[config.mk]
export PLATFORM = sky130hd
export DESIGN_NAME = ecg_frame_encoder_ctrl_flat
export DESIGN_NICKNAME = d
export VERILOG_FILES = /design/src/rtl/ecg_frame_encoder_ctrl_if.sv /design/src/rtl/ecg_frame_encoder_ctrl.sv /design/src/flat_wrapper.sv
export SDC_FILE = /design/constraint.sdc
export NUM_CORES = 1
export LEC_CHECK = 0
export ABC_AREA = 1
export ABC_CLOCK_PERIOD_IN_PS = 8500
export CELL_PAD_IN_SITES_DETAIL_PLACEMENT = 0
export CELL_PAD_IN_SITES_GLOBAL_PLACEMENT = 1
export CORE_MARGIN = 2
export CORE_UTILIZATION = 46
export CTS_CLUSTER_SIZE = 16
export DETAILED_ROUTE_END_ITERATION = 8
export HOLD_SLACK_MARGIN = 0.1
export PLACE_DENSITY = 0.77
export SLEW_MARGIN = 20
export SYNTH_ARGS = -nofsm -noshare
export SYNTH_HDL_FRONTEND = slang
export SYNTH_SLANG_ARGS = --single-unit
[constraint.sdc]
create_clock -name clk -period 8.5 [get_ports clk]
set_input_delay 2.125 -clock clk [delete_from_list [all_inputs] [get_ports clk]]
set_output_delay 2.125 -clock clk [all_outputs]
set_load 0.02 [all_outputs]
[src/rtl/ecg_frame_encoder_ctrl_if.sv]
// Sample-in and token-out valid/ready streams of the ECG frame encoder.
interface ecg_frame_encoder_ctrl_if;
    logic        in_valid;
    logic        in_ready;
    logic [15:0] in_data;
    logic        tok_valid;
    logic        tok_ready;
    logic [11:0] tok_data;

    modport master (
        output in_valid, in_data, tok_ready,
        input  in_ready, tok_valid, tok_data
    );

    modport slave (
        input  in_valid, in_data, tok_ready,
        output in_ready, tok_valid, tok_data
    );
endinterface

[src/rtl/ecg_frame_encoder_ctrl.sv]
// ECG frame encoder sequencer: frames samples, picks Golomb-Rice k per
// frame and issues RUN / GR tokens one at a time.
module ecg_frame_encoder_ctrl #(
    parameter int FRAME_LEN = 8,
    parameter int T_LO      = 100,
    parameter int T_HI      = 500,
    parameter int RUN_MAX   = 63
) (
    input  logic                    clk,
    input  logic                    rst_n,
    ecg_frame_encoder_ctrl_if.slave bus,
    input  logic                    flush,
    output logic [2:0]              k_out,
    output logic [5:0]              run_out,
    output logic                    frame_done,
    output logic                    busy
);
    localparam int IW = $clog2(FRAME_LEN);
    localparam int SW = 16 + IW;
    localparam logic [IW-1:0] LAST = IW'(FRAME_LEN - 1);

    typedef enum logic [2:0] {
        FILL, KSEL, SCAN, EMIT_RUN, EMIT_GR
    } state_t;

    state_t        state, state_n;
    logic [15:0]   d [FRAME_LEN];
    logic [15:0]   prev;
    logic [15:0]   diff_in;
    logic [SW-1:0] sum;
    logic [SW-1:0] mean;
    logic [IW-1:0] idx, idx_n;
    logic [5:0]    run, run_n;
    logic [2:0]    k, k_n;
    logic          fl, fl_n;
    logic          done_n;
    logic          adv;
    logic          accept;
    logic [15:0]   dc;
    logic [16:0]   ad, aq;
    logic [5:0]    ar, rq;
    logic [3:0]    q;

    function automatic logic [16:0] mag(input logic [15:0] v);
        return v[15] ? (17'd0 - {v[15], v}) : {1'b0, v};
    endfunction

    assign diff_in = bus.in_data - prev;
    assign accept  = bus.in_valid & bus.in_ready;

    always_ff @(posedge clk) begin
        if (!rst_n) begin
            prev <= '0;
            sum  <= '0;
        end else if (accept) begin
            d[idx] <= diff_in;
            prev   <= bus.in_data;
            sum    <= sum + SW'(mag(diff_in));
        end else if (state == KSEL) begin
            sum <= '0;
        end
    end

    // Quotient/remainder are taken on the magnitude, then re-signed,
    // giving truncation toward zero with the remainder following d.
    always_comb begin
        dc = d[idx];
        ad = mag(dc);
        aq = ad >> k;
        ar = ad[5:0] & ((6'd1 << k) - 6'd1);
        if (aq > 17'd7) q = dc[15] ? 4'h8 : 4'h7;
        else            q = dc[15] ? (4'h0 - aq[3:0]) : aq[3:0];
        rq   = dc[15] ? (6'h0 - ar) : ar;
        mean = sum >> IW;
    end

    always_ff @(posedge clk) begin
        if (!rst_n) begin
            state      <= FILL;
            idx        <= '0;
            run        <= '0;
            k          <= 3'd3;
            fl         <= 1'b0;
            frame_done <= 1'b0;
        end else begin
            state      <= state_n;
            idx        <= idx_n;
            run        <= run_n;
            k          <= k_n;
            fl         <= fl_n;
            frame_done <= done_n;
        end
    end

    always_comb begin
        state_n       = state;
        idx_n         = idx;
        run_n         = run;
        k_n           = k;
        fl_n          = fl;
        done_n        = 1'b0;
        adv           = 1'b0;
        bus.in_ready  = 1'b0;
        bus.tok_valid = 1'b0;
        bus.tok_data  = '0;
        unique case (state)
            FILL: begin
                if (flush && idx == '0 && run != '0) begin
                    fl_n    = 1'b1;
                    state_n = EMIT_RUN;
                end else begin
                    bus.in_ready = 1'b1;
                    if (bus.in_valid) begin
                        idx_n = idx + IW'(1);
                        if (idx == LAST) state_n = KSEL;
                    end
                end
            end
            KSEL: begin
                if (mean < SW'(T_LO))      k_n = 3'd3;
                else if (mean < SW'(T_HI)) k_n = 3'd4;
                else                       k_n = 3'd5;
                state_n = SCAN;
            end
            SCAN: begin
                if (q == 4'h0) begin
                    run_n = run + 6'd1;
                    if (run_n == 6'(RUN_MAX)) state_n = EMIT_RUN;
                    else                      adv = 1'b1;
                end else begin
                    state_n = (run != '0) ? EMIT_RUN : EMIT_GR;
                end
            end
            EMIT_RUN: begin
                bus.tok_valid = 1'b1;
                bus.tok_data  = {6'b0, run};
                if (bus.tok_ready) begin
                    run_n = '0;
                    if (fl) begin
                        fl_n    = 1'b0;
                        state_n = FILL;
                    end else if (q != 4'h0) begin
                        // rescan the same sample so its GR token follows a gap
                        state_n = SCAN;
                    end else begin
                        adv = 1'b1;
                    end
                end
            end
            EMIT_GR: begin
                bus.tok_valid = 1'b1;
                bus.tok_data  = {2'(k - 3'd2), q, rq};
                if (bus.tok_ready) adv = 1'b1;
            end
            default: state_n = FILL;
        endcase
        if (adv) begin
            if (idx == LAST) begin
                idx_n   = '0;
                state_n = FILL;
                done_n  = 1'b1;
            end else begin
                idx_n   = idx + IW'(1);
                state_n = SCAN;
            end
        end
    end

    assign busy    = (state != FILL);
    assign k_out   = k;
    assign run_out = run;
endmodule

[src/flat_wrapper.sv]
// flat-port wrapper written by rule: the top's interface ports become plain ports
module ecg_frame_encoder_ctrl_flat 
#(
    parameter int FRAME_LEN = 8,
    parameter int T_LO      = 100,
    parameter int T_HI      = 500,
    parameter int RUN_MAX   = 63
)
  (clk, rst_n, flush, k_out, run_out, frame_done, busy, bus_in_valid, bus_in_data, bus_tok_ready, bus_in_ready, bus_tok_valid, bus_tok_data);
  ecg_frame_encoder_ctrl_if bus_i ();
  input  logic clk;
  input  logic rst_n;
  input  logic flush;
  output logic [2:0] k_out;
  output logic [5:0] run_out;
  output logic frame_done;
  output logic busy;
  input wire logic [$bits(bus_i.in_valid)-1:0] bus_in_valid;
  input wire logic [$bits(bus_i.in_data)-1:0] bus_in_data;
  input wire logic [$bits(bus_i.tok_ready)-1:0] bus_tok_ready;
  output wire logic [$bits(bus_i.in_ready)-1:0] bus_in_ready;
  output wire logic [$bits(bus_i.tok_valid)-1:0] bus_tok_valid;
  output wire logic [$bits(bus_i.tok_data)-1:0] bus_tok_data;
  assign bus_i.in_valid = bus_in_valid;
  assign bus_i.in_data = bus_in_data;
  assign bus_i.tok_ready = bus_tok_ready;
  assign bus_in_ready = bus_i.in_ready;
  assign bus_tok_valid = bus_i.tok_valid;
  assign bus_tok_data = bus_i.tok_data;
  ecg_frame_encoder_ctrl #(.FRAME_LEN(FRAME_LEN), .T_LO(T_LO), .T_HI(T_HI), .RUN_MAX(RUN_MAX)) u_core (.clk(clk), .rst_n(rst_n), .bus(bus_i), .flush(flush), .k_out(k_out), .run_out(run_out), .frame_done(frame_done), .busy(busy));
endmodule
Word level (Yosys, flattened, before mapping) --
Memory sizes are Yosys's and may differ from the RTL's. A register that Yosys moved wholly into a read port is not among the register bits. Index checks and enable logic that the tools add are counted.
Word-level totals: ROM bits 0, memories 1, bits of input ports 21, latch bits 0, bits in writable memories 128, output and inout port bits 25, register bits after elaboration 52
Memory list:
- u_core.d | depth 8, width 16, read ports 1, clocked after Yosys merged registers in 1, write ports 1, line ecg_frame_encoder_ctrl.sv:27 | logic [15:0] d [FRAME_LEN];
Cells by class: reductions and logical operators 19, divide/modulo/power cells 0, add/sub/neg operators 10, bitwise logic cells 2, $lt $le $gt $ge 3, multiply operators 0, mux-type cells 50, shift operators 2, equal/unequal tests 16
Operators with widths (number):
- $mux W3 | 18
- $mux W19 | 2
- $mux W17 | 2
- $sub A1 B16 Y17 const A | 2
- $pmux W12 S2 | 1
- $add A19 B17 Y19 | 1
- $mux W6 | 3
- $gt A17 B3 Y1 const B | 1
- $shr A17 B3 Y17 | 1
- $lt A16 B7 Y1 const B | 1
- $lt A16 B9 Y1 const B | 1
- $mux W1 | 16
- $sub A16 B16 Y16 | 1
- $pmux W3 S5 | 1
- $mux W4 | 3
- $pmux W6 S2 | 1
- $reduce_bool A2 Y1 | 5
- $reduce_and A3 Y1 | 3
- $ne A2 B1 Y1 const B | 4
- $ne A4 B1 Y1 const B | 2
- $add A6 B1 Y6 const B | 1
- $and A6 B6 Y6 | 1
- $eq A3 B2 Y1 const B | 2
- $eq A3 B3 Y1 const B | 2
- other kinds (25) | 27

Depth between registers and ports, before layout --
Gate-level depths: netlist (run 1).
depth after elaboration 15, depth in mapped cells 43, mapped depth without buffers 43

Worst setup path after synthesis (run 1) --
OpenSTA, ideal clock, no wires.
path kind input to register, start in bus_in_data[2], end reg u_core.sum[12], cell stages on the path 41, required time 8.368 ns, path slack 1.612 ns, arrival 6.756 ns, library setup time 0.132 ns, cell sequence ha_1 nand2_1 nand2_1 a31oi_1 o21ai_0 a21oi_1 o21bai_1 a21oi_1 o21bai_1 nand2_1 nand2_1 a21oi_1 o21ai_0 a21oi_1 inv_1 nand2_1 nand2_1 o21ai_0 (+5 left out) inv_1 nor2_1 nor2_1 o21ai_0 inv_1 nor2_1 nor2_1 o21ai_0 inv_1 nor2_1 o21ai_0 nand2_1 nand2_1 nand2_1 a21oi_1 or2_2 nand3_1 a21oi_1
Between the ends: cells in the longest elaborated chain, start to end 5
Ends and longest elaborated chain:
- start: declaration | line flat_wrapper.sv:19 | input wire logic [$bits(bus_i.in_data)-1:0] bus_in_data;
- $sub A16 B16 Y16 (*) | line ecg_frame_encoder_ctrl.sv:48 | assign diff_in = bus.in_data - prev;
- $sub A1 B16 Y17 | line ecg_frame_encoder_ctrl.sv:45 | return v[15] ? (17'd0 - {v[15], v}) : {1'b0, v};
- $mux W17 (*) | line ecg_frame_encoder_ctrl.sv:45
- $add A19 B17 Y19 (*) | line ecg_frame_encoder_ctrl.sv:58 | sum <= sum + SW'(mag(diff_in));
- $mux W19 (*) | line ecg_frame_encoder_ctrl.sv:55 | end else if (accept) begin
- end signal: assignment | line ecg_frame_encoder_ctrl.sv:58
- end: declaration | line ecg_frame_encoder_ctrl.sv:30 | logic [SW-1:0] sum;
Every way passes the cells marked *; elsewhere a longest branch is shown, timed or not. A chain may end at the register's enable or synchronous reset.

Final worst setup path (run 1) --
Ends and elaborated chain as after synthesis.

==> results of run 1 <==
worst max path at each step:
stage	to	start
2_1_floorplan	u_core.sum[12]$_SDFFE_PN0P_	bus_in_data[2]
3_3_place_gp	u_core.sum[12]$_SDFFE_PN0P_	bus_in_data[2]
5_1_grt	u_core.sum[12]$_SDFFE_PN0P_	bus_in_data[2]
6_report	u_core.sum[12]$_SDFFE_PN0P_	bus_in_data[2]
3_5_place_dp	u_core.sum[12]$_SDFFE_PN0P_	bus_in_data[2]
4_1_cts	u_core.sum[12]$_SDFFE_PN0P_	bus_in_data[2]
power groups by stage:
stage	registers, mW	clock network (mW)	logic [mW]
CTS	1.23	0.783	2.36
detailed placement	1.25	0	2.35
finish	1.23	0.771	2.34
floorplan	1.23	0	1.81
global placement	1.25	0	2.34
global route	1.25	0.822	2.71
registers in the layout, summed over array words and instances, names as in the netlist, named ones only:
| register | count |
|---|---|
| u_core.fl | 1 |
| u_core.sum | 19 |
| u_core.run_out | 6 |
| u_core.state | 3 |
| u_core.d | 128 |
| u_core.idx | 3 |
| u_core.frame_done | 1 |
| u_core.k_out | 3 |
| u_core.prev | 16 |
area by class of cell:
cell class	count	area [um^2]	share of cell area, %
flip-flops and latches	183	4950	40.4
multi-input cells	948	4850	39.6
inverters	240	901	7.35
repair buffers	62	578	4.72
clock buffers	17	425	3.47
well taps	319	399	3.26
clock inverters	15	153	1.25
metal layers:
| metal | global-route usage (%) | vias up | part of all wire (%) |
|---|---|---|---|
| met5 | 0 | - | 0 |
| met4 | 5.53 | 0 | 1.4 |
| met3 | 2.67 | 33 | 3.3 |
| met2 | 39.6 | 137 | 48 |
| met1 | 30.1 | 4165 | 47 |
| li1 | - | 4688 | - |
cells in the final DEF (no fill, tap or decap), drive strengths merged, types with 17 or more instances in the layout:
| cell | n |
|---|---|
| a21oi | 80 |
| edfxtp | 128 |
| dfxtp | 55 |
| nand2 | 384 |
| xor2 | 29 |
| nor3 | 19 |
| inv | 243 |
| clkdlybuf4s50 | 45 |
| ha | 44 |
| o21ai | 64 |
| buf | 17 |
| clkbuf | 17 |
| nand3 | 172 |
| nor2 | 92 |
critical path, delay by kind of cell:
kind	cells	cell delay, ns
AND/OR/NAND/NOR	16	1.42
AO/OA/AOI/OAI	17	2.64
adder cells (fa/ha/maj)	2	0.75
buffers and inverters	7	0.85
per-stage QoR:
stage	utilization, %	total power [mW]
after floorplan	-	3.04
after global placement	49.9	3.58
after detailed placement	49.9	3.60
after CTS	52.4	4.38
after global routing	52.4	4.78
final	52.4	4.35
cells by family (layout without fill, tap and decap cells):
group	after synthesis	in the layout	synth area share, %
adders and majority gates	46	46	5.39
other	1	1	0.0342
buffers and inverters	285	334	10.8
DFF	183	183	45.1
xor gates and xnor gates	33	33	2.64
and+or+nand+nor	688	688	26.9
AOI/OAI and AO/OA	180	180	9.04
==> impl_metrics.toml, run 1 <==
[final_layout]
area_delta_synth_final_pct = 11.9
instances_no_fill = 1784
n_fill_cell = 2274
n_antenna_cell = 0
drive_gt1_share_pct = 5.67
nNetsFinal = 1519
finalInstanceArea_um2 = 12300

[power]
p_clk_share_pct = 17.7
power_switching_mw = 2.05
peakVddDrop_mv = 0.161
power_frac_comb_pct = 53.9
leakagePower_nw = 5.49
pwr_density_cell_nw_per_um2 = 355
seqPwrFrac_pct = 28.4
p_int_mw = 2.30
switching_share_pct = 47.2

[placement]
dp_hpwl_mm = 18.4
gp_congestion = 0.830
io_buffer_count = 45
dpl-instance-area_um2 = 11700
dp_cells = 1752
place_ws_ns = 0.591

[timing]
layout_setup_ws_ns = 1.05
fin_crit_sh_pct = 87.6
setup_viol = 0
finalClockSkew_ns = 0.0198
finalHoldViolCount = 0
worstMarginPinSlew_ns = 0.997
maxSlewViolCount = 0
hold_ws_ns = 0.456
period_needed_ns = 7.45
rsz0062_at_grt = "no"
clock.fmax_mhz = 134
relSlewSlack_pct = 33.4
finalSetupTns_ns = 0

[worst_setup_path]
critPathLaunchType = "primary input"
crit_path_frequent_cell = "nand2_1"
crit_arrival_ns = 7.77
cp_max_fo = 6
r2r_slack_ns = 2.83
timing.rr.end = "u_core.sum[12]$_SDFFE_PN0P_"
ff2ff_path_depth = 42
cp-end-kind = "flop"
slowest_stage = "clkdlybuf4s50_1"
criticalPathCategory = "in -> reg"
required_ns = 8.83
crit_path_max_incr_delay_ns = 0.42
r2r_start = "u_core.prev[2]$_SDFFE_PN0P_"

[floorplan]
die_y_um = 158
core_area_um2 = 23400
dieArea_um2 = 25100
ios = 46
die_w_um = 158
rows = 56
initial_core_util_pct = 46.8

[clocking]
clk_pin_slew_ns = 0.08
cts_buffers = 17
cts_max_level = 4
numClockSinks = 183
cts_hold_buf = 0
cts_tree = "done"
ctsResizeCount = 0
cts_buffer_depth = 2
cts_setup_buffers = 0
cts-root-buf = "clkbuf_16"
insertion_delay_ns = 0.44

[run]
cap_violations = 0

[synth]
yosysWarnings = 0
synth_cell_types = 48
synthFlopType = "edfxtp_1"
synth_area_um2 = 11000
ys_async_sr_fraction_pct = 0
yosys.area.top_type = "edfxtp_1"
yosysMostFrequentCell = "nand2_1"
yosysSeqAreaShare_pct = 45.1
synth-edff-count = 128
synthCells = 1416
synthTopCellsByCount = "372 x nand2_1, 231 x inv_1, 169 x nand3_1"
synth_seq_cells = 183
syn-mean-instance-area_um2 = 7.74
synth.area.top_cells = "edfxtp_1 35%, nand2_1 13%, dfxtp_1 10%"
synth_fp_nets = 1483
yosysTopAreaCellShare_pct = 35.1

[grt]
grt_pass1_wl_mm = 43.7
grt_overflow = 0
antenna_found_initial = 0
grt_pass1_vias = 8602
grt_max_degree = 66
track_usage_pct = 22.6

[route]
drt-initial-drc-count = 626
vias_per_cell = 5.06
antenna_left = 0
drc = 0
wirelength_mm = 26.9
drt-pass1-iter-count = 5
vias = 9023
wl_per_cell_um = 15.1

[min_path]
hp-start = "u_core.prev[11]$_SDFFE_PN0P_"
holdPathStages = 2
hold-path-endpoint = "u_core.prev[11]$_SDFFE_PN0P_"
min_path_type = "reg -> reg"

[run_status]
status = "completed"
(Power assumes the default switching activity.)
==> run 2, diff against run 1 <==
- ABC_AREA: 1 -> unset
- CORE_UTILIZATION: 46 -> 45
- CTS_CLUSTER_DIAMETER: unset -> 50
- PLACE_DENSITY: 0.77 -> 0.72
==> impl_metrics.toml, run 2 <==
[run_status]
status = "completed"

[power]
peakVddDrop_mv = 0.165
seqPwrFrac_pct = 26.7
p_int_mw = 2.63
power_switching_mw = 2.04
pwr_density_cell_nw_per_um2 = 386
power_frac_comb_pct = 55.3
switching_share_pct = 43.6
p_clk_share_pct = 18.0
leakagePower_nw = 4.36

[clocking]
cts_buffers = 17
cts_setup_buffers = 0
numClockSinks = 183
cts-root-buf = "clkbuf_16"
cts_hold_buf = 0
cts_max_level = 4
insertion_delay_ns = 0.44
clk_pin_slew_ns = 0.08
cts_tree = "done"
cts_buffer_depth = 2

[grt]
grt_overflow = 0
track_usage_pct = 21.5
grt_pass1_vias = 7420
grt_max_degree = 46
antenna_found_initial = 0
grt_pass1_wl_mm = 40.5

[synth]
synth_top_family_by_area = "simple AND/OR/NAND/NOR gates"
synthFlopType = "edfxtp_1"
yosysMostFrequentCell = "edfxtp_1"
synth_fp_nets = 1075
synthAdderAreaFrac_pct = 5.60
synth_seq_cells = 183
synth_cell_types = 90
synth-edff-count = 128
yosysTopAreaCellShare_pct = 36.4
synth_compound_area_share_pct = 13.6
yosysWarnings = 0
syn-mean-instance-area_um2 = 10.5
synthCells = 1008
synthTopCellsByCount = "128 x edfxtp_1, 113 x nand2_1, 75 x a21oi_1"
synth_area_um2 = 10500
yosys.area_share.xor_xnor_pct = 4.57
yosysSeqAreaShare_pct = 46.9
ys_async_sr_fraction_pct = 0
synth.area.top_cells = "edfxtp_1 36%, dfxtp_1 10%, ha_1 5.2%"
synth_mux_area_share_pct = 10.2
yosys.area.top_type = "edfxtp_1"
yosys.area_share.simple_pct = 14.8

[timing]
setup_viol = 0
fin_crit_sh_pct = 94.4
maxSlewViolCount = 0
finalHoldViolCount = 0
worstMarginPinSlew_ns = 1.14
clock.fmax_mhz = 125
relSlewSlack_pct = 23.1
hold_ws_ns = 0.455
rsz0062_at_grt = "no"
finalSetupTns_ns = 0
period_needed_ns = 8.02
finalClockSkew_ns = 0.0193

[worst_setup_path]
required_ns = 6.38
critPathLaunchType = "flop"
criticalPathCategory = "reg -> out"
crit_arrival_ns = 5.90
cp_max_fo = 24
slowest_stage = "dfxtp_2"
crit_path_max_incr_delay_ns = 0.81
path_cells = "buf_4, mux4_2, a2bb2oi_1, and2_1, nor4_4, a31oi_1, xor2_1, mux4_2, mux2i_4, nand4_1, nor2_1, and3_1, a21oi_1, a31oi_1, nor2_1, clkdlybuf4s50_1"
cp-end-kind = "output pin"

[final_layout]
top_regs = "u_core.d: 128 flops, u_core.sum: 19 flops, u_core.prev: 16 flops"
seq_area_um2 = 4950
fin_util_pct = 52.0
final_cell_mix = "128 x edfxtp_1, 113 x nand2_1, 75 x a21oi_1"
n_antenna_cell = 0
final_common_cell = "edfxtp_1"
multi_input_area_um2 = 5200
finalInstanceArea_um2 = 12100
n_fill_cell = 2141
regMostFlops = "u_core.d"
drive_gt1_share_pct = 12.1
area_delta_synth_final_pct = 14.7
largest_reg_flops = 128
nNetsFinal = 1124

[placement]
io_buffer_count = 45
gp_congestion = 0.802
dpl-instance-area_um2 = 11400
dp_hpwl_mm = 17.9

[floorplan]
dieArea_um2 = 24700
initial_core_util_pct = 45.3
die_w_um = 157
rows = 56
ios = 46
core_area_um2 = 23300
die_y_um = 157

[min_path]
min_path_type = "reg -> reg"

[route]
wl_met3_um = 880
antenna_left = 0
drc = 0
vias = 7755
wirelength_mm = 25.8
top_layer_used = "met4"
wl_met2_mm = 12.1
wl_per_cell_um = 18.6
wl_met1_mm = 12.4
drt-initial-drc-count = 509
vias_per_cell = 5.58
drt-pass1-iter-count = 5

[run]
cap_violations = 0
## run 2: changes by cell type after synthesis, moves of 11 or more
cell | before | now
o21ai_0 | 62 | 37
buf_2 | 12 | 1
and2_1 | 0 | 11
xnor2_1 | 4 | 36
inv_1 | 231 | 57
nand3_1 | 169 | 50
clkbuf_1 | 15 | 35
mux2i_1 | 0 | 47
nor2_1 | 88 | 63
and3_1 | 0 | 13
mux4_2 | 0 | 22
nand2_1 | 372 | 113
## run 2: final timing paths
kind,from,endpoint,slack (ns),cells after the start
hold / removal,u_core.prev[10]$_SDFFE_PN0P_,u_core.prev[10]$_SDFFE_PN0P_,0.46,2
setup reg to reg,flop,flop,2.44,17
hold reg to reg,u_core.prev[10]$_SDFFE_PN0P_,u_core.prev[10]$_SDFFE_PN0P_,0.46,2
setup / recovery,flop,bus_tok_data[7],0.48,16
## run 2: per-layer routing
metal  global-route usage, %  vias to the layer above
li1                        -                     3824
met4                    6.49                        0
met3                    2.78                       34
met1                    30.0                     3746
met5                       0                        -
met2                    35.2                      151
## run 2: what timing repair did
item / in CTS / in global routing
setup endpoints to repair: 0 / 4
gates resized for setup: 0 / 8
hold endpoints to repair: 0 / 0
## run 2: layout make-up
class / count / share of cell area [%]
Clock buffer: 17 / 3.52
Clock inverter: 15 / 1.82
Inverter: 61 / 1.89
Multi-Input combinational cell: 719 / 43.0
Sequential cell: 183 / 40.9
Tap cell: 319 / 3.30
Timing Repair Buffer: 75 / 5.59
## run 2: metrics by stage
stage | power (mW) | std cells | setup slack (ns)
finish | 4.66 | 1389 | 0.476
detailed placement | 3.81 | 1357 | 0.0261
global route | 5.00 | 1389 | 0.0753
CTS | 4.66 | 1389 | 0.456
floorplan | 3.16 | 1008 | 1.07
global placement | 3.81 | 1357 | 0.118
## run 2: cell families after synthesis
| group | Yosys count |
|---|---|
| AO/OA/AOI/OAI | 215 |
| XOR/XNOR | 55 |
| other | 1 |
| AND/OR/NAND/NOR | 324 |
| adder cells (fa/ha/maj) | 46 |
| buffers and inverters | 106 |
| flip-flops | 183 |
| multiplexers | 78 |
## run 2: power groups by stage
stage | Combinational [mW] | Sequential [mW] | Clock [mW]
finish | 2.58 | 1.25 | 0.838
global route | 2.85 | 1.26 | 0.887
CTS | 2.56 | 1.25 | 0.853
detailed placement | 2.55 | 1.27 | 0
global placement | 2.55 | 1.26 | 0
floorplan | 1.93 | 1.22 | 0
## run 2: critical path: cells and delay by family, from the launching register on
family / cells / cell delay [ns]
compound gates: 4 / 0.67
xor+xnor: 1 / 0.23
buf+inv: 2 / 0.97
flops: 1 / 0.81
mux: 3 / 1.30
simple gates: 6 / 1.46
